==> config.mk <==
export PLATFORM = sky130hd
export DESIGN_NAME = scm16_rr_arbiter_flat
export DESIGN_NICKNAME = d
export VERILOG_FILES = /design/src/rtl/scm16_arb_pkg.sv /design/src/rtl/scm16_rr_arbiter_if.sv /design/src/rtl/scm16_dec4_onehot.sv /design/src/rtl/scm16_rr_arbiter.sv /design/src/flat_wrapper.sv
export SDC_FILE = /design/constraint.sdc
export NUM_CORES = 1
export LEC_CHECK = 0
export CAP_MARGIN = 25
export CORE_MARGIN = 10
export CORE_UTILIZATION = 65
export CTS_CLUSTER_DIAMETER = 150
export DETAILED_ROUTE_END_ITERATION = 8
export PLACE_DENSITY = 0.84
export REMOVE_ABC_BUFFERS = 1
export SLEW_MARGIN = 20
export SYNTH_ARGS = -nofsm -noshare
export SYNTH_HDL_FRONTEND = slang
export SYNTH_SLANG_ARGS = --single-unit
==> constraint.sdc <==
create_clock -name clk -period 14 [get_ports clk]
set_input_delay 2.1 -clock clk [delete_from_list [all_inputs] [get_ports clk]]
set_output_delay 2.1 -clock clk [all_outputs]
set_load 0.005 [all_outputs]
==> src/rtl/scm16_arb_pkg.sv <==
// Shared constants and state type for the SCM16 round-robin arbiter slice.
// NUM_REQ/IDX_W are fixed: the 4-bit index also feeds other SCM16 decoders.
package scm16_arb_pkg;

    localparam int NUM_REQ = 16;
    localparam int IDX_W   = 4;

    typedef enum logic {
        IDLE = 1'b0,
        BUSY = 1'b1
    } arb_state_e;

endpackage

==> src/rtl/scm16_rr_arbiter_if.sv <==
// Request/grant bundle between requesters and the arbiter.
// master: drives req/en, sees grant; slave: the arbiter side.
interface scm16_rr_arbiter_if;
    import scm16_arb_pkg::*;

    logic [NUM_REQ-1:0] req;
    logic               en;
    logic [NUM_REQ-1:0] grant;
    logic [IDX_W-1:0]   grant_idx;
    logic               grant_valid;
    logic               timeout_err;

    modport master (
        output req, en,
        input  grant, grant_idx, grant_valid, timeout_err
    );

    modport slave (
        input  req, en,
        output grant, grant_idx, grant_valid, timeout_err
    );

endinterface

==> src/rtl/scm16_dec4_onehot.sv <==
// Combinational 4-to-16 one-hot decoder with active-high disable.
// Ports: sel_i (index), dis_i (force all zero), onehot_o (decoded lines).
module scm16_dec4_onehot
    import scm16_arb_pkg::*;
(
    input  logic [IDX_W-1:0]   sel_i,
    input  logic               dis_i,
    output logic [NUM_REQ-1:0] onehot_o
);

    always_comb begin
        onehot_o = '0;
        if (!dis_i) begin
            onehot_o = NUM_REQ'(1) << sel_i;
        end
    end

endmodule

==> src/rtl/scm16_rr_arbiter.sv <==
// 16-way round-robin arbiter with grant hold, hold timeout and zero-gap handover.
// Ports: clk, rst (async active-low), bus (slave: req, en -> grant, grant_idx, grant_valid, timeout_err).
module scm16_rr_arbiter
    import scm16_arb_pkg::*;
#(
    parameter int HOLD_W   = 8,
    parameter int MAX_HOLD = 200
) (
    input  logic               clk,
    input  logic               rst,
    scm16_rr_arbiter_if.slave  bus
);

    arb_state_e         state_q, state_d;
    logic [IDX_W-1:0]   idx_q, idx_d;
    logic [IDX_W-1:0]   last_q, last_d;
    logic               valid_q, valid_d;
    logic [HOLD_W-1:0]  hold_q, hold_d;
    logic               terr_q, terr_d;
    logic [NUM_REQ-1:0] grant_q, grant_d;

    logic [NUM_REQ-1:0] owner_oh;
    logic [NUM_REQ-1:0] cand;
    logic [IDX_W:0]     pick;
    logic               release_c;
    logic               timeout_c;

    // Scan last+1, last+2, ... wrapping; the 16th probe is last itself.
    function automatic logic [IDX_W:0] rr_pick(
        input logic [NUM_REQ-1:0] r,
        input logic [IDX_W-1:0]   last
    );
        logic [IDX_W-1:0] j;
        logic [IDX_W-1:0] w;
        logic             found;
        found = 1'b0;
        w     = '0;
        for (int i = 1; i <= NUM_REQ; i++) begin
            j = last + IDX_W'(i);
            if (!found && r[j]) begin
                found = 1'b1;
                w     = j;
            end
        end
        return {found, w};
    endfunction

    assign owner_oh  = NUM_REQ'(1) << idx_q;
    assign release_c = (state_q == BUSY) && !bus.req[idx_q];
    assign timeout_c = (state_q == BUSY) && !release_c &&
                       (hold_q == HOLD_W'(MAX_HOLD));

    // The outgoing owner never takes part in its own handover.
    assign cand = (state_q == BUSY) ? (bus.req & ~owner_oh) : bus.req;
    assign pick = rr_pick(cand, last_q);

    always_comb begin
        state_d = state_q;
        idx_d   = idx_q;
        last_d  = last_q;
        valid_d = valid_q;
        hold_d  = hold_q;
        terr_d  = 1'b0;
        unique case (state_q)
            IDLE: begin
                if (bus.en && pick[IDX_W]) begin
                    state_d = BUSY;
                    idx_d   = pick[IDX_W-1:0];
                    last_d  = pick[IDX_W-1:0];
                    valid_d = 1'b1;
                    hold_d  = HOLD_W'(1);
                end
            end
            BUSY: begin
                if (release_c || timeout_c) begin
                    terr_d = timeout_c;
                    if (bus.en && pick[IDX_W]) begin
                        idx_d  = pick[IDX_W-1:0];
                        last_d = pick[IDX_W-1:0];
                        hold_d = HOLD_W'(1);
                    end else begin
                        state_d = IDLE;
                        valid_d = 1'b0;
                        hold_d  = '0;
                    end
                end else begin
                    hold_d = hold_q + HOLD_W'(1);
                end
            end
            default: begin
                state_d = IDLE;
                valid_d = 1'b0;
                hold_d  = '0;
            end
        endcase
    end

    scm16_dec4_onehot u_dec (
        .sel_i    (idx_d),
        .dis_i    (!valid_d),
        .onehot_o (grant_d)
    );

    always_ff @(posedge clk or negedge rst) begin
        if (!rst) begin
            state_q <= IDLE;
            idx_q   <= '0;
            last_q  <= IDX_W'(NUM_REQ - 1);
            valid_q <= 1'b0;
            hold_q  <= '0;
            terr_q  <= 1'b0;
            grant_q <= '0;
        end else begin
            state_q <= state_d;
            idx_q   <= idx_d;
            last_q  <= last_d;
            valid_q <= valid_d;
            hold_q  <= hold_d;
            terr_q  <= terr_d;
            grant_q <= grant_d;
        end
    end

    assign bus.grant       = grant_q;
    assign bus.grant_idx   = idx_q;
    assign bus.grant_valid = valid_q;
    assign bus.timeout_err = terr_q;

endmodule

==> src/flat_wrapper.sv <==
// flat-port wrapper written by rule: the top's interface ports become plain ports
module scm16_rr_arbiter_flat import scm16_arb_pkg::*;
#(
    parameter int HOLD_W   = 8,
    parameter int MAX_HOLD = 200
)
  (clk, rst, bus_req, bus_en, bus_grant, bus_grant_idx, bus_grant_valid, bus_timeout_err);
  scm16_rr_arbiter_if bus_i ();
  input  logic clk;
  input  logic rst;
  input wire logic [$bits(bus_i.req)-1:0] bus_req;
  input wire logic [$bits(bus_i.en)-1:0] bus_en;
  output wire logic [$bits(bus_i.grant)-1:0] bus_grant;
  output wire logic [$bits(bus_i.grant_idx)-1:0] bus_grant_idx;
  output wire logic [$bits(bus_i.grant_valid)-1:0] bus_grant_valid;
  output wire logic [$bits(bus_i.timeout_err)-1:0] bus_timeout_err;
  assign bus_i.req = bus_req;
  assign bus_i.en = bus_en;
  assign bus_grant = bus_i.grant;
  assign bus_grant_idx = bus_i.grant_idx;
  assign bus_grant_valid = bus_i.grant_valid;
  assign bus_timeout_err = bus_i.timeout_err;
  scm16_rr_arbiter #(.HOLD_W(HOLD_W), .MAX_HOLD(MAX_HOLD)) u_core (.clk(clk), .rst(rst), .bus(bus_i));
endmodule
; Word-level counts from Yosys, hierarchy flattened
; Cells that the tools add are included.
[op_classes]
add_sub_neg = 16
magnitude_cmp = 17
eq_ne = 3
n_shift = 2
n_mux = 87
n_bitwise = 3
reduce_logical = 37
[ops]
columns = op, n
row1 = $lt A4 B5 Y1 const B, 17
row2 = $mux W4, 20
row3 = $bmux W1 S4, 17
row4 = $mux W1, 41
row5 = $add A4 B4 Y4 const B, 8
row6 = $mux W16, 2
row7 = $shl A1 B4 Y16 const A, 2
row8 = $logic_and A1 B1 Y1, 19
row9 = $logic_not A1 Y1, 17
row10 = $add A4 B3 Y4 const B, 4
row11 = $and A16 B16 Y16, 1
row12 = $mux W8, 2
row13 = $not A16 Y16, 1
row14 = $pmux W4 S2, 2
row15 = $pmux W8 S2, 1
row16 = $add A4 B2 Y4 const B, 2
row17 = $add A8 B1 Y8 const B, 1
row18 = $eq A8 B8 Y1 const B, 1
row19 = $add A4 B1 Y4 const B, 1
row20 = $pmux W1 S2, 2
row21 = $ne A2 B1 Y1 const B, 1
row22 = $ne A2 B2 Y1 const B, 1
row23 = $logic_or A1 B1 Y1, 1
row24 = $not A1 Y1, 1
[totals]
reg_bits = 35
input_bits = 19
out_inout_bits = 22
wordCells = 172

; Depth between registers and ports, before layout
; Gate-level depths: netlist of run 1.
[depth]
ltp_word = 58
ltp_mapped = 20
mapped_depth_nobuf = 14

; Hierarchy
; Synthesis of run 1 repeated with hierarchy kept, for this count alone.
[unflattened]
hier_cells = 546
area_unflattened_um2 = 4767.1
[modules_own_cells]
columns = mod, n_inst, cells_each, area_per_inst_um2, seq_area_each_um2
row1 = scm16_rr_arbiter, 1, 518, 4538.1, 880.8
row2 = scm16_dec4_onehot, 1, 28, 229.0, 0.0

; Least setup slack after synthesis of run 1
; No wires, ideal clock.
[synth_path]
kind = in2reg
startpoint = input port bus_req[14]
endpoint = register u_core.grant_q[13], in the netlist u_core.bus.grant[13]
arrival_time_ns = 4.740
t_required_ns = 13.927
path_slack_ns = 9.187
path_stages = 11
path_buffers = 0
cell_sequence = o21ai_0 mux4_2 mux4_2 o21ai_2 nand2b_4 nor3_4 a31oi_2 nor2_1 o22ai_2 or4b_4 nor2_1
[synth_via]
elab_cells_between_ends = 114
classes_between = shift: 1 / mux: 75 / bitwise: 1 / reduce/logical: 37
[synth_lines]
columns = element, line
row1 = from (decl), flat_wrapper.sv:11  ; input wire logic [$bits(bus_i.req)-1:0] bus_req;
row2 = $and A16 B16 Y16, scm16_rr_arbiter.sv:54  ; assign cand = (state_q == BUSY) ? (bus.req & ~owner_oh) : bus.req;
row3 = $mux W16, scm16_rr_arbiter.sv:54
row4 = $bmux W1 S4, scm16_rr_arbiter.sv:40  ; if (!found && r[j]) begin
row5 = $mux W1 (not written as such), scm16_rr_arbiter.sv:40
row6 = $mux W1, scm16_rr_arbiter.sv:40
row7 = $logic_not A1 Y1, scm16_rr_arbiter.sv:40
row8 = $logic_and A1 B1 Y1, scm16_rr_arbiter.sv:40
row9 = $mux W1, scm16_rr_arbiter.sv:40
row10 = [41 not listed], n/a
row11 = $mux W1, scm16_rr_arbiter.sv:40
row12 = $logic_and A1 B1 Y1, "scm16_rr_arbiter.sv:66, scm16_rr_arbiter.sv:77"
row13 = $mux W1, scm16_rr_arbiter.sv:77  ; if (bus.en && pick[IDX_W]) begin
row14 = $mux W1, scm16_rr_arbiter.sv:75  ; if (release_c || timeout_c) begin
row15 = $pmux W1 S2 (*), scm16_rr_arbiter.sv:64  ; unique case (state_q)
row16 = net u_core.valid_d, scm16_rr_arbiter.sv:17  ; logic valid_q, valid_d;
row17 = $mux W16 (*), scm16_dec4_onehot.sv:13  ; if (!dis_i) begin
row18 = net u_core.grant_d[13], scm16_rr_arbiter.sv:20  ; logic [NUM_REQ-1:0] grant_q, grant_d;
row19 = to (signal assigned), scm16_rr_arbiter.sv:120  ; grant_q <= grant_d;
row20 = to (decl), scm16_rr_arbiter.sv:20
; Mark *: on every way through the listed nets, which the timed path passes. The rest lies on a longest branch. The select of a mux whose other input is x is not followed.
; A chain may end at the register's enable or synchronous reset.

; Worst setup path in the final report of run 1
[layout_path]
startpoint = input port bus_req[0]
endpoint = register u_core.grant_q[0], in the netlist u_core.bus.grant[0]
[layout_via]
elab_chain_cells = 56
elab_cells_between_ends = 114
classes_between = shift: 1 / mux: 75 / bitwise: 1 / reduce/logical: 37
[layout_rtl]
columns = element, line
row1 = $and A16 B16 Y16, scm16_rr_arbiter.sv:54
row2 = $mux W16, scm16_rr_arbiter.sv:54
row3 = $bmux W1 S4, scm16_rr_arbiter.sv:40
row4 = $mux W1 (not written as such), scm16_rr_arbiter.sv:40
row5 = $mux W1, scm16_rr_arbiter.sv:40
row6 = $logic_not A1 Y1, scm16_rr_arbiter.sv:40
row7 = $logic_and A1 B1 Y1, scm16_rr_arbiter.sv:40
row8 = $mux W1, scm16_rr_arbiter.sv:40
row9 = [42 not listed], n/a
row10 = $logic_and A1 B1 Y1, "scm16_rr_arbiter.sv:66, scm16_rr_arbiter.sv:77"
row11 = $mux W4, "scm16_rr_arbiter.sv:66, scm16_rr_arbiter.sv:77"
row12 = $mux W4, scm16_rr_arbiter.sv:75
row13 = $pmux W4 S2 (*), scm16_rr_arbiter.sv:64
row14 = net u_core.idx_d[0], scm16_rr_arbiter.sv:15  ; logic [IDX_W-1:0] idx_q, idx_d;
row15 = $shl A1 B4 Y16 (*), scm16_dec4_onehot.sv:14  ; onehot_o = NUM_REQ'(1) << sel_i;
row16 = $mux W16 (*), scm16_dec4_onehot.sv:13
row17 = net u_core.grant_d[0], scm16_rr_arbiter.sv:20
; Marks and branches as above.

==> metrics.md, run 1 <==
| Metric | Value |
|---|---|
| CTS Buf Count | 5 |
| Via density | 7.68 |
| Worst EP required | about 14 ns |
| Fin nets | 602 |
| # hold bufs at CTS | 0 |
| #FFs+latches synth | 35 |
| Clk_lat worst skew | 0.30 ns |
| Detailed-route via count | 5,178 |
| EDFF count, synth | 0 |
| WS Path Type | in2reg |
| # rows | 31 |
| Initial antenna violation count | 0 |
| Post-CTS repair timing setup buffer count | 0 |
| Worst EP arrival | approximately 6.3 ns |
| Ys flop type | dfrtp_1 |
| H-tree depth | 2 |
| R2R setup slack | 7.93 ns |
| Total GRT Usage | 0.286 |
| Final Hold Fails | 0 |
| Number of max-cap violations | 0 |
| Top cell type's share of synthesized area | 0.159 |
| Die height | roughly 110 µm |
| Gp weighted congestion | 1.05 |
| Fillers | 550 |
| Async SR Flop Fraction | 1.00 |
| Final setup margin | 7.91 ns |
| Mapped Cells | roughly 560 |
| DRC errors left | 0 |
| Clock buffer depth | 2 |
| Ranking of synthesized cells by area | dfrtp_1 (16%), mux4_2 (15%), nand2_1 (4.3%), nor2_1 (4.3%), a21oi_1 (2.7%) |
| First-pass DRT Iterations | 6 |
| Vias in the first global route | slightly below 5,000 |
| Kind of end point of the critical path | flip-flop |
| Hpwl dp | ~12,000 µm |
| Num Clock Sinks | 35 |
| Largest net degree at the start of global routing | 36 |
| Yosys warning total | 0 |
| DP Worst Slack | 7.82 ns |
| Grt ovf | 0 |
| Initial DRC count | 733 |
| Hold crit path type | reg2reg |
| Hold Path Depth | 1 |
| Fmax | 164 MHz |
| CP startpoint kind | primary input |
| Layout cells sized above 1 | 0.174 |
| Root Buffer Master | clkbuf_8 |
| RSZ-0062 raised after global routing | no |
| Post-detailed-route count of antenna-violating nets | 0 |
| Final setup fails | 0 |
| Post_cts resized | 0 |
| Max Slew Vio Count | 0 |
| RR Startpoint | u_core.last_q[0] |
| Synth Cell Area | 0.00489 mm² |
| Max-slew headroom | 0.343 |
| Distinct cells, synth | 95 |
| Die area | around 0.011 mm² |
| Hold endpoint | u_core.hold_q[7] |
| CTS tree | yes |
| Cell count of the worst reg-to-reg path | 14 |
| Worst-path maximum fanout | 10 |
| Hold WS | 0.498 ns |
| HP Start | u_core.hold_q[7] |
| Starting Density | 0.670 |
| Syn avg cell area | ~9 µm² |
| Worst-Margin Slew | 0.959 ns |
| Clock-pin slew on the worst setup and hold paths | roughly 0.080 ns |
| WL final | approximately 17,000 µm |
| Diodes inserted | 0 |
| Setup TNS | 0 ns |
| Post-synthesis sequential area ratio | 0.180 |
| Fin crit period | 6.09 ns |
| R2R Path End | u_core.bus.grant[0] |
| Io pins | 41 |
| Status | finished clean |
| Mean routed wirelength per cell | 24.6 µm |
| IO buf count | 40 |
| Final Cycle Share | 0.435 |
| Die width | 107 µm |
| Top cell type by total area after synthesis | dfrtp_1 |
| First-pass GRT wire length | 26,500 µm |
| Core region area | 0.00729 mm² |
| Commonest cells in the netlist | nand2_1 (56), nor2_1 (56), mux4_2 (33) |
| Clk_skew | 0.0139 ns |
| Area delta synth->final | 10.1% |
area by class of cell:
class | instances | area (µm²) | share of cell area
Tap cell | 99 | 124 | 0.0230
Clock buffer | 5 | 68.8 | 0.0128
Inverter | 19 | 71.3 | 0.0133
Clock inverter | 3 | 43.8 | 0.00814
Multi-Input combinational cell | 471 | 3750 | 0.698
Sequential cell | 35 | 881 | 0.164
Timing Repair Buffer | 42 | 435 | 0.0809
state kept, by name, summed over array words and instances, names as in the netlist:
signal	count
u_core.hold_q	8
u_core.state_q	1
u_core.bus.grant_valid	1
u_core.bus.grant_idx	4
u_core.last_q	4
u_core.bus.grant	16
u_core.bus.timeout_err	1
kinds of logic after synthesis:
family	share of synthesized area
fa+ha+maj	0.0230
compound gates	0.268
flops	0.180
buf+inv	0.0515
mux	0.200
simple gates	0.246
xor+xnor	0.0320
per-stage QoR:
stage / util / instance area, µm² / cells
after floorplan: - / 4710 / 525
after CTS: 0.734 / 5350 / 673
after global routing: 0.738 / 5380 / 674
after global placement: 0.718 / 5240 / 665
after detailed placement: 0.718 / 5240 / 665
final: 0.738 / 5380 / 674
routing by layer:
layer  share of wire  up-vias  global-route usage
li1                -     2196                   -
met1            0.35     2437               0.351
met2            0.46      446               0.463
met3            0.12       99              0.0659
met4           0.060        0               0.145
met5               0        -                   0
cell usage in the layout (no fill, tap or decap), types with 9 or more instances in the layout:
master           synthesis  final
nand2_1                 56     56
nor2_1                  56     56
xnor2_1                 11     11
a21oi_1                 26     26
nand2b_1                 9      9
inv_1                   15     15
dfrtp_1                 31     31
nand3_1                 14     14
o21ai_1                 10     10
mux4_2                  33     33
mux2i_1                 10     10
ha_1                     9      9
clkdlybuf4s50_1          0     40
o211a_1                  9      9
o21ai_0                 19     19
nor3_1                  20     20
o211ai_1                10     10
how the worst max path moves through the flow:
stage                      from              endpoint  slack, ns  cells past startpoint
2_1_floorplan       bus_req[14]  u_core.bus.grant[13]       9.19                     11
3_3_place_gp        bus_req[14]   u_core.bus.grant[4]       7.89                     12
3_5_place_dp         bus_req[0]   u_core.bus.grant[0]       7.82                     13
4_1_cts        u_core.last_q[0]   u_core.bus.grant[0]       7.77                     13
5_1_grt        u_core.last_q[0]   u_core.bus.grant[1]       7.68                     15
6_report             bus_req[0]   u_core.bus.grant[0]       7.91                     13
critical path, stage by stage:
cell and delay, ns:
clkdlybuf4s50_1 0.61, nand2_1 0.08, a21oi_1 0.24, nor3_1 0.07, nor4_1 0.75, mux2i_1 0.54, nand2_1 0.29, inv_1 0.10
a31oi_2 0.48, o41ai_2 0.22, o22ai_1 0.40, nand2b_1 0.28, nor2_1 0.10
Power of run 1 is not shown: default switching activity piles up to over one toggle a cycle in this logic, so the estimate is an artifact.
==> inputs of run 2 (changes only) <==
CORE_UTILIZATION = 54   (was 65)
PLACE_DENSITY = 0.74   (was 0.84)
clock period = 5.6 ns   (was 14 ns; I/O delays follow)
==> metrics.md, run 2 (synthesis results as in run 1) <==
| Metric | Value |
|---|---|
| Status | finished clean |
| DRC errors left | 0 (unchanged) |
| Via density | 7.13 (-7.2%) |
| CP startpoint kind | flip-flop |
| Vias in the first global route | 4,720 (-2.1%) |
| Most frequent cells in the layout | nand2_1 (56), nor2_1 (56), clkdlybuf4s50_1 (40) |
| CTS Buf Count | 5 (unchanged) |
| Initial antenna violation count | 0 (unchanged) |
| R2R Path End | u_core.bus.grant[2] |
| Clock-pin slew on the worst setup and hold paths | 0.07 ns (about the same) |
| Worst-path maximum fanout | 20 (+10) |
| HP Start | u_core.hold_q[7] |
| WL final | 16,100 µm (-2.9%) |
| Clock buffer depth | 2 (unchanged) |
| Hold endpoint | u_core.hold_q[7] |
| Mean routed wirelength per cell | 23.3 µm (-5.4%) |
| Worst path max stage delay | 0.80 ns (+0.05 ns) |
| Fin crit period | 5.28 ns |
| First-pass DRT Iterations | 5 (-1) |
| Diodes inserted | 0 (unchanged) |
| Io pins | 41 (unchanged) |
| Kind of end point of the critical path | flip-flop |
| Die width | 115 µm (+7.9%) |
| Post-detailed-route count of antenna-violating nets | 0 (unchanged) |
| IO buf count | 40 (unchanged) |
| Starting Density | 0.558 (-0.113) |
| RR Startpoint | u_core.last_q[0] |
| Grt ovf | 0 (unchanged) |
| Cell count of the worst reg-to-reg path | 13 (-1) |
| Worst path cell trace | inv_1 -> ha_1 -> inv_2 -> mux4_2 -> mux4_2 -> o21ai_2 -> nor2_1 -> a311oi_1 -> nor2_1 -> o41ai_2 -> o22ai_1 -> or2_1 -> nor2_1 |
| Worst-Margin Slew | 0.830 ns (-0.128 ns) |
| Max Slew Vio Count | 0 (unchanged) |
| Slowest cell on crit path | dfstp_2 |
| Die area | 0.0133 mm² (+16%) |
| Setup TNS | 0 ns (unchanged) |
| WS Path Type | reg2reg |
| Largest net degree at the start of global routing | 36 (unchanged) |
| Hold Path Depth | 1 (unchanged) |
| Area delta synth->final | 11.9% |
| Num Clock Sinks | 35 (unchanged) |
| RSZ-0062 raised after global routing | no |
| Fillers | 779 (+42%) |
| Worst EP arrival | 5.49 ns (-0.77 ns) |
| # rows | 34 (+9.7%) |
| Clk_skew | 0.00334 ns (-0.0105 ns) |
| Total GRT Usage | 0.237 (-0.0490) |
| Final Cycle Share | 0.943 |
| CP Buf/Inv Count | 2 (unchanged) |
| Final setup fails | 0 (unchanged) |
| R2R setup slack | 0.32 ns (-7.61 ns) |
| Crit-path leading delay family | multiplexers |
| Area of the multi-input gates | 0.00377 mm² (+0.33%) |
| Fmax | approximately 190 MHz |
| Core region area | 0.00876 mm² (+20%) |
| Die height | 115 µm (+7.9%) |
| CTS tree | yes |
| Max-slew headroom | 0.431 (+0.0880) |
| Post-CTS repair timing setup buffer count | 0 (unchanged) |
| Hpwl dp | 12,400 µm (+1.3%) |
| Gp weighted congestion | 0.954 (-8.8%) |
| Final Hold Fails | 0 (unchanged) |
| Hold crit path type | reg2reg |
| Detailed-route via count | 4,936 (-4.7%) |
| H-tree depth | 2 (unchanged) |
| Number of max-cap violations | 0 (unchanged) |
| Fin nets | 611 (+1.5%) |
| Max reg flops | 16 (unchanged) |
| Most frequent CP cell | nor2_1 |
| Root Buffer Master | clkbuf_8 |
| Initial DRC count | 477 (-35%) |
| Worst EP required | 5.81 ns (-8.36 ns) |
| Layout cells sized above 1 | 0.188 (+0.0144) |
| First-pass GRT wire length | 25,400 µm (-4.0%) |
| Sequential cell area | 881 µm² (unchanged) |
| Clk_lat worst skew | 0.28 ns (-0.02 ns) |
-- run 2: cell count changes in the layout (fill, tap and decap cells not counted), sizes merged --
cell / previous run / this run
clkinv: 2 / 0
clkbuf: 5 / 6
bufinv: 1 / 2
buf: 2 / 11
-- run 2: what timing repair did --
item | 4_1_cts | 5_1_grt
resized for setup | 0 | 2
endpoints found under the setup margin | 0 | 16
hold buffers | 0 | 0
-- run 2: through the flow --
stage               setup slack [ns]  instance area (µm²)  cells  hold slack [ns]   util
floorplan                      0.793                 4710    525            0.445      -
global placement               0.531                 5330    684            0.464  0.608
detailed placement             0.337                 5330    684            0.469  0.608
CTS                            0.292                 5460    692            0.484  0.623
global route                  0.0482                 5470    692            0.515  0.624
finish                         0.321                 5470    692            0.483  0.624
-- run 2: final cells by class --
type	count	share of cell area
multi-input combinational	471	0.689
sequential	35	0.161
timing repair buffer	51	0.0883
tap	108	0.0247
clock buffer	6	0.0133
inverter	19	0.0130
clock inverter	2	0.0110
-- run 2: worst max-delay path by stage --
stage	to	from	slack [ns]	cells after the start
2_1_floorplan	u_core.bus.grant[13]	u_core.last_q[0]	0.79	13
3_3_place_gp	u_core.bus.grant[2]	u_core.last_q[0]	0.53	13
3_5_place_dp	u_core.bus.grant[4]	u_core.last_q[0]	0.34	14
4_1_cts	u_core.bus.grant[4]	u_core.last_q[0]	0.29	14
5_1_grt	u_core.bus.grant[6]	u_core.last_q[0]	0.05	13
6_report	u_core.bus.grant[2]	u_core.last_q[0]	0.32	13
-- run 2: per-layer routing --
layer / part of all wire / up-vias / track usage
li1: - / 2212 / -
met1: 0.41 / 2371 / 0.311
met2: 0.47 / 310 / 0.381
met3: 0.091 / 43 / 0.0370
met4: 0.033 / 0 / 0.0998
met5: 0 / - / 0
Power of run 2 is left out for the same reason.
==> inputs of run 3 (changes only) <==
GPL_TIMING_DRIVEN = 1   (was unset)
==> results of run 3 <==
No change in the layout: final DEF, timing and power equal those of run 2.
Power of run 3 is left out for the same reason.
==> RTL edit 1 (config.mk and constraints of run 2) <==
Reset style: synchronous (`rst`), changed in one clocked block. Comments in the files are not updated.
--- a/src/rtl/scm16_rr_arbiter.sv
+++ b/src/rtl/scm16_rr_arbiter.sv
@@ -101,7 +101,7 @@
         .onehot_o (grant_d)
     );
 
-    always_ff @(posedge clk or negedge rst) begin
+    always_ff @(posedge clk) begin
         if (!rst) begin
             state_q <= IDLE;
             idx_q   <= '0;
Formal check against the unedited RTL: differs if rst is asserted again (counterexample within 4 cycles, from zero or initial values and one cycle with rst low); with rst held inactive, the same outputs for 4 cycles.
==> RTL edit 1 against run 2 <==
- synthesized area down 1.7%
- final cell count down 1.4%
- cell area down 1.3%
- wire length grew 2.6%
- setup slack gained 0.22 ns
- sequential cell count is the same
- core utilization down 0.22 points
- critical path type unchanged
Power is left out: the tool's default activity adds up to more than one toggle a clock period on the data nets, which glitch-free logic cannot reach.
==> RTL edit 1: results (changes against run 2) <==
INFO  global_routing groute.usage.overall=24.8% [+1.0 points]
INFO  drt            vias_per_cell=7.43 [+4.1%]
INFO  global_routing number_of_global_route_vias_before_repair=4837 [+2.5%]
INFO  yosys          synth_cell_types=80 [-16%]
INFO  drt            detail_route.wirelength=16500um [+2.6%]
INFO  finish         nNetsFinal=601 [-1.6%]
INFO  finish         drive_above_1_share=16.4% [-2.5 points]
INFO  place          port_buffers=40 [unchanged]
INFO  global_routing grt_start_max_net_pins=30 [-17%]
INFO  yosys          synth.mux.area_fraction=30.3% [+10 points]
INFO  place          dp.final_hpwl=12700um [+1.9%]
INFO  place          place_congestion=0.962 [+0.84%]
INFO  global_routing grt_pass1_wl=26300um [+3.5%]
INFO  yosys          synth-compound-area-share=25.1% [-1.7 points]
INFO  setup_path     timing.critical_path.fanout_max=11 [-45%]
INFO  yosys          post_synth_main_area_contributors=sky130_fd_sc_hd__mux4_2 21%, sky130_fd_sc_hd__dfxtp_1 15%, sky130_fd_sc_hd__mux2i_1 7.1%
INFO  clock_network  post_cts_resize_count=0 [unchanged]
INFO  yosys          post_synthesis_sequential_area_ratio=14.6% [-3.4 points]
INFO  yosys          postSynth.asyncResetShare=0% [-100 points]
INFO  yosys          synth_ff_type=sky130_fd_sc_hd__dfxtp_1
INFO  clock_network  cts-htree-levels=2 [unchanged]
INFO  drt            detailedRoute.firstIterationViolations=569 [+19%]
INFO  timing         worst_clock_skew=0.0101ns [+0.00679 ns]
INFO  global_routing antenna_violations_before_repair=0 [unchanged]
INFO  clock_network  cts_root_buffer=sky130_fd_sc_hd__clkbuf_8
INFO  timing         max_slew.worst_pin.slew=0.990ns [+0.160 ns]
INFO  clock_network  insertion_delay=0.30ns [+0.02 ns]
INFO  drt            number_of_optimization_iterations_in_the_first_detailed_route_pass=7 [+2]
INFO  yosys          post_synth_most_frequent_cells=47 x sky130_fd_sc_hd__nand2_1, 44 x sky130_fd_sc_hd__mux4_2, 37 x sky130_fd_sc_hd__nor2_1
INFO  setup_path     arrival_time_reported_for_the_critical_path_endpoint=5.25ns [-0.24 ns]
INFO  clock_network  post-cts-setup-buffer-count=0 [unchanged]
INFO  run_status     run_status=finished clean
INFO  place          post-place-ws=0.562ns [+0.225 ns]
INFO  yosys          yosys.area_share.xor_xnor=2.37% [-0.83 points]
INFO  yosys          yosysWarningCount=0 [unchanged]
INFO  yosys          synth_adder_area_share=2.34% [+0.040 points]
INFO  min_path       hold_removal_path_class=reg2reg
## RTL edit 1: cell count changes after synthesis, moves of 9 or more
cell / before / now
sky130_fd_sc_hd__nand2_1: 56 / 47
sky130_fd_sc_hd__dfrtp_1: 31 / 0
sky130_fd_sc_hd__clkbuf_1: 12 / 21
sky130_fd_sc_hd__o21a_1: 7 / 17
sky130_fd_sc_hd__mux2i_1: 10 / 34
sky130_fd_sc_hd__nor2_1: 56 / 37
sky130_fd_sc_hd__dfxtp_1: 0 / 35
sky130_fd_sc_hd__mux4_2: 33 / 44
## RTL edit 1: layout make-up
type	instances	area (um2)
repair buffers	56	520
inverters	12	45.0
well taps	108	135
multi-input cells	463	3880
clock buffers	5	68.8
clock inverters	3	47.5
flip-flops and latches	35	701
fillers	776	3280
## RTL edit 1: metal layers
| layer | global-route usage (%) | wire length, um | up-vias |
|---|---|---|---|
| li1 | - | - | 2250 |
| met1 | 33.0 | 6570 | 2406 |
| met2 | 36.6 | 7330 | 344 |
| met3 | 7.34 | 1920 | 66 |
| met4 | 9.94 | 685 | 0 |
| met5 | 0 | 0 | - |
## RTL edit 1: cells by family (layout without fill, tap and decap cells)
family	after synthesis	after routing
multiplexers	88	88
AO/OA/AOI/OAI	173	173
AND/OR/NAND/NOR	180	180
flip-flops	35	35
XOR/XNOR	13	13
adder cells (fa/ha/maj)	9	9
buffers and inverters	54	76
## RTL edit 1: worst paths after layout
| kind | start | to | slack [ns] | cells past startpoint |
|---|---|---|---|---|
| max | u_core.bus.grant_idx[2] | u_core.bus.grant[9] | 0.54 | 11 |
| min | u_core.hold_q[7] | u_core.hold_q[7] | 0.50 | 2 |
| max reg2reg | u_core.bus.grant_idx[2] | u_core.bus.grant[9] | 0.54 | 11 |
| min reg2reg | u_core.hold_q[7] | u_core.hold_q[7] | 0.50 | 2 |
## RTL edit 1: critical path: stages (launching register included)
cell and delay [ns]:
sky130_fd_sc_hd__dfxtp_1 0.63, sky130_fd_sc_hd__nand3_1 0.41, sky130_fd_sc_hd__o21ai_0 0.90, sky130_fd_sc_hd__mux4_2 0.52, sky130_fd_sc_hd__mux4_2 0.34, sky130_fd_sc_hd__nor3b_4 0.34, sky130_fd_sc_hd__and4b_1 0.37, sky130_fd_sc_hd__nand2_1 0.14
sky130_fd_sc_hd__o32a_1 0.39, sky130_fd_sc_hd__a211oi_2 0.32, sky130_fd_sc_hd__or2_1 0.32, sky130_fd_sc_hd__nor4b_1 0.27
## RTL edit 1: stage by stage
step / cells / cell area [um2]
after CTS: 682 / 5400
after detailed placement: 674 / 5280
after global placement: 674 / 5280
after global routing: 682 / 5400
final: 682 / 5400
after floorplan: 510 / 4620
==> RTL edit 2 (config.mk and constraints of run 2) <==
Made on the original files. `HOLD_W` is set to 8 in 2 places; all go to 6.
--- a/src/rtl/scm16_rr_arbiter.sv
+++ b/src/rtl/scm16_rr_arbiter.sv
@@ -3,7 +3,7 @@
 module scm16_rr_arbiter
     import scm16_arb_pkg::*;
 #(
-    parameter int HOLD_W   = 8,
+    parameter int HOLD_W   = 6,
     parameter int MAX_HOLD = 200
 ) (
     input  logic               clk,
--- a/src/flat_wrapper.sv
+++ b/src/flat_wrapper.sv
@@ -1,7 +1,7 @@
 // flat-port wrapper written by rule: the top's interface ports become plain ports
 module scm16_rr_arbiter_flat import scm16_arb_pkg::*;
 #(
-    parameter int HOLD_W   = 8,
+    parameter int HOLD_W   = 6,
     parameter int MAX_HOLD = 200
 )
   (clk, rst, bus_req, bus_en, bus_grant, bus_grant_idx, bus_grant_valid, bus_timeout_err);
Check against the original RTL: same outputs for any inputs over 4 cycles, from zero or initial values and one cycle with rst low; that may be too few to reach the edited logic, so the function may still have changed.
==> RTL edit 2 against run 2 <==
- core utilization rose by 1.4 points
- non-clock buffer count rose by 11
- wire length fell by 2.7%
- setup slack improved by 0.34 ns
- count of clock-buffer cells in the layout fell by 1
- sequential share of layout area fell by 0.41 points
- final cell count fell by 2.9%
- maximum frequency rose by 6.8%
- cell area fell by 3.2%
- synthesized area fell by 4.8%
- sequential cell count fell by 2
Power is left out: the tool's default activity adds up to more than one toggle a clock period on the data nets, which glitch-free logic cannot reach.
==> RTL edit 2: results (changes against run 2) <==
INFO  clock_network  insertion_delay=0.29ns
INFO  global_routing antenna_violations_before_repair=0 [unchanged]
INFO  yosys          postSynth.asyncResetShare=100% [unchanged]
INFO  yosys          post_synthesis_sequential_area_ratio=17.9% [-0.17 points]
INFO  global_routing number_of_global_route_vias_before_repair=4540 [-3.8%]
INFO  clock_network  cts_root_buffer=sky130_fd_sc_hd__clkbuf_8
INFO  finish         nNetsFinal=594 [-2.8%]
INFO  setup_path     arrival_time_reported_for_the_critical_path_endpoint=5.15ns [-0.34 ns]
INFO  run_status     run_status=finished clean
INFO  global_routing grt_pass1_wl=25500um [about the same]
INFO  drt            number_of_optimization_iterations_in_the_first_detailed_route_pass=5 [unchanged]
INFO  place          port_buffers=40 [unchanged]
INFO  timing         worst_clock_skew=0.0102ns [+0.00684 ns]
INFO  place          place_congestion=0.992 [+4.0%]
INFO  finish         largest_register_ffs=16 [unchanged]
INFO  yosys          post_synth_most_frequent_cells=49 x sky130_fd_sc_hd__nand2_1, 46 x sky130_fd_sc_hd__nor2_1, 35 x sky130_fd_sc_hd__mux4_2
INFO  place          dp.final_hpwl=12200um [-2.3%]
INFO  finish         drive_above_1_share=18.3% [-0.49 points]
INFO  clock_network  post-cts-setup-buffer-count=0 [unchanged]
INFO  timing         max_slew.worst_pin.slew=0.822ns [-0.00789 ns]
INFO  yosys          synthMostInstantiatedCell=sky130_fd_sc_hd__nand2_1
INFO  drt            detailedRoute.firstIterationViolations=642 [+35%]
INFO  yosys          post_synth_main_area_contributors=sky130_fd_sc_hd__mux4_2 17%, sky130_fd_sc_hd__dfrtp_1 16%, sky130_fd_sc_hd__mux2i_1 5.6%
INFO  drt            vias_per_cell=7.17 [+0.54%]
INFO  clock_network  post_cts_resize_count=0 [unchanged]
INFO  yosys          synth_ff_type=sky130_fd_sc_hd__dfrtp_1
INFO  yosys          synth_cell_types=89 [-6.3%]
INFO  min_path       hold_removal_path_class=reg2reg
INFO  drt            routed_len_inst=23.3um [+0.18%]
INFO  yosys          yosysWarningCount=0 [unchanged]
INFO  global_routing grt_start_max_net_pins=34 [-5.6%]
INFO  global_routing groute.usage.overall=24.1% [+0.41 points]
INFO  setup_path     timing.critical_path.fanout_max=13 [-35%]
INFO  clock_network  cts-htree-levels=2 [unchanged]
INFO  finish         insertedDiodeCount=0 [unchanged]
INFO  clock_network  cts-root-to-sink-buffers=2 [unchanged]
INFO  clock_network  cts_made_buffers=5 [unchanged]
INFO  clock_network  clkTransAtPathRegs=0.08ns
-- RTL edit 2: layout make-up --
cell class	count	area [um2]
Clock buffer	5	68.8
Clock inverter	3	17.5
Fill cell	731	3010
Inverter	11	41.3
Multi-Input combinational cell	453	3640
Sequential cell	33	831
Tap cell	105	131
Timing Repair Buffer	62	566
-- RTL edit 2: final timing paths --
check	endpoint	startpoint	cells past startpoint	slack, ns
worst max-delay path	u_core.bus.grant[5]	u_core.bus.grant_idx[3]	11	0.66
worst min-delay path	u_core.hold_q[5]	u_core.hold_q[5]	1	0.49
worst max register to register	u_core.bus.grant[5]	u_core.bus.grant_idx[3]	11	0.66
worst min register to register	u_core.hold_q[5]	u_core.hold_q[5]	1	0.49
max in group asynchronous	u_core.last_q[0]	rst	2	4.32
min in group asynchronous	u_core.bus.grant[2]	rst	2	0.94
-- RTL edit 2: layer usage --
layer,share of wire [%],global-route usage [%],up-vias
met2,43,35.3,318
met5,0,0,-
met4,4.0,9.90,0
met1,42,33.9,2324
met3,10,4.81,45
li1,-,-,2132
-- RTL edit 2: kinds of logic (layout without fill, tap and decap cells) --
family | count (synthesis) | after routing | synth area share (%)
and+or+nand+nor | 202 | 202 | 23.9
AOI/OAI and AO/OA | 160 | 160 | 24.8
muxes | 64 | 64 | 23.7
buffers and inverters | 43 | 81 | 3.98
DFF | 33 | 33 | 17.9
xor gates and xnor gates | 18 | 18 | 3.39
adders and majority gates | 9 | 9 | 2.42
-- RTL edit 2: per-stage QoR --
step | setup slack [ns] | area [um2] | instances | hold WS, ns
6_report | 0.660 | 5290 | 672 | 0.487
5_1_grt | 0.235 | 5290 | 672 | 0.492
4_1_cts | 0.698 | 5290 | 672 | 0.483
3_5_place_dp | 0.435 | 5210 | 664 | 0.474
3_3_place_gp | 0.532 | 5210 | 664 | 0.463
2_1_floorplan | -0.0571 | 4510 | 497 | 0.438
-- RTL edit 2: critical path, stage by stage (launching register included) --
cell	delay, ns
sky130_fd_sc_hd__dfrtp_1	0.76
sky130_fd_sc_hd__nand3b_2	0.29
sky130_fd_sc_hd__o21ai_1	0.60
sky130_fd_sc_hd__mux2i_1	0.22
sky130_fd_sc_hd__mux4_2	0.58
sky130_fd_sc_hd__mux2_4	0.34
sky130_fd_sc_hd__nor4_2	0.45
sky130_fd_sc_hd__nand4_1	0.32
sky130_fd_sc_hd__or3_1	0.45
sky130_fd_sc_hd__o32ai_1	0.37
sky130_fd_sc_hd__o21ai_1	0.24
sky130_fd_sc_hd__nor3b_2	0.24
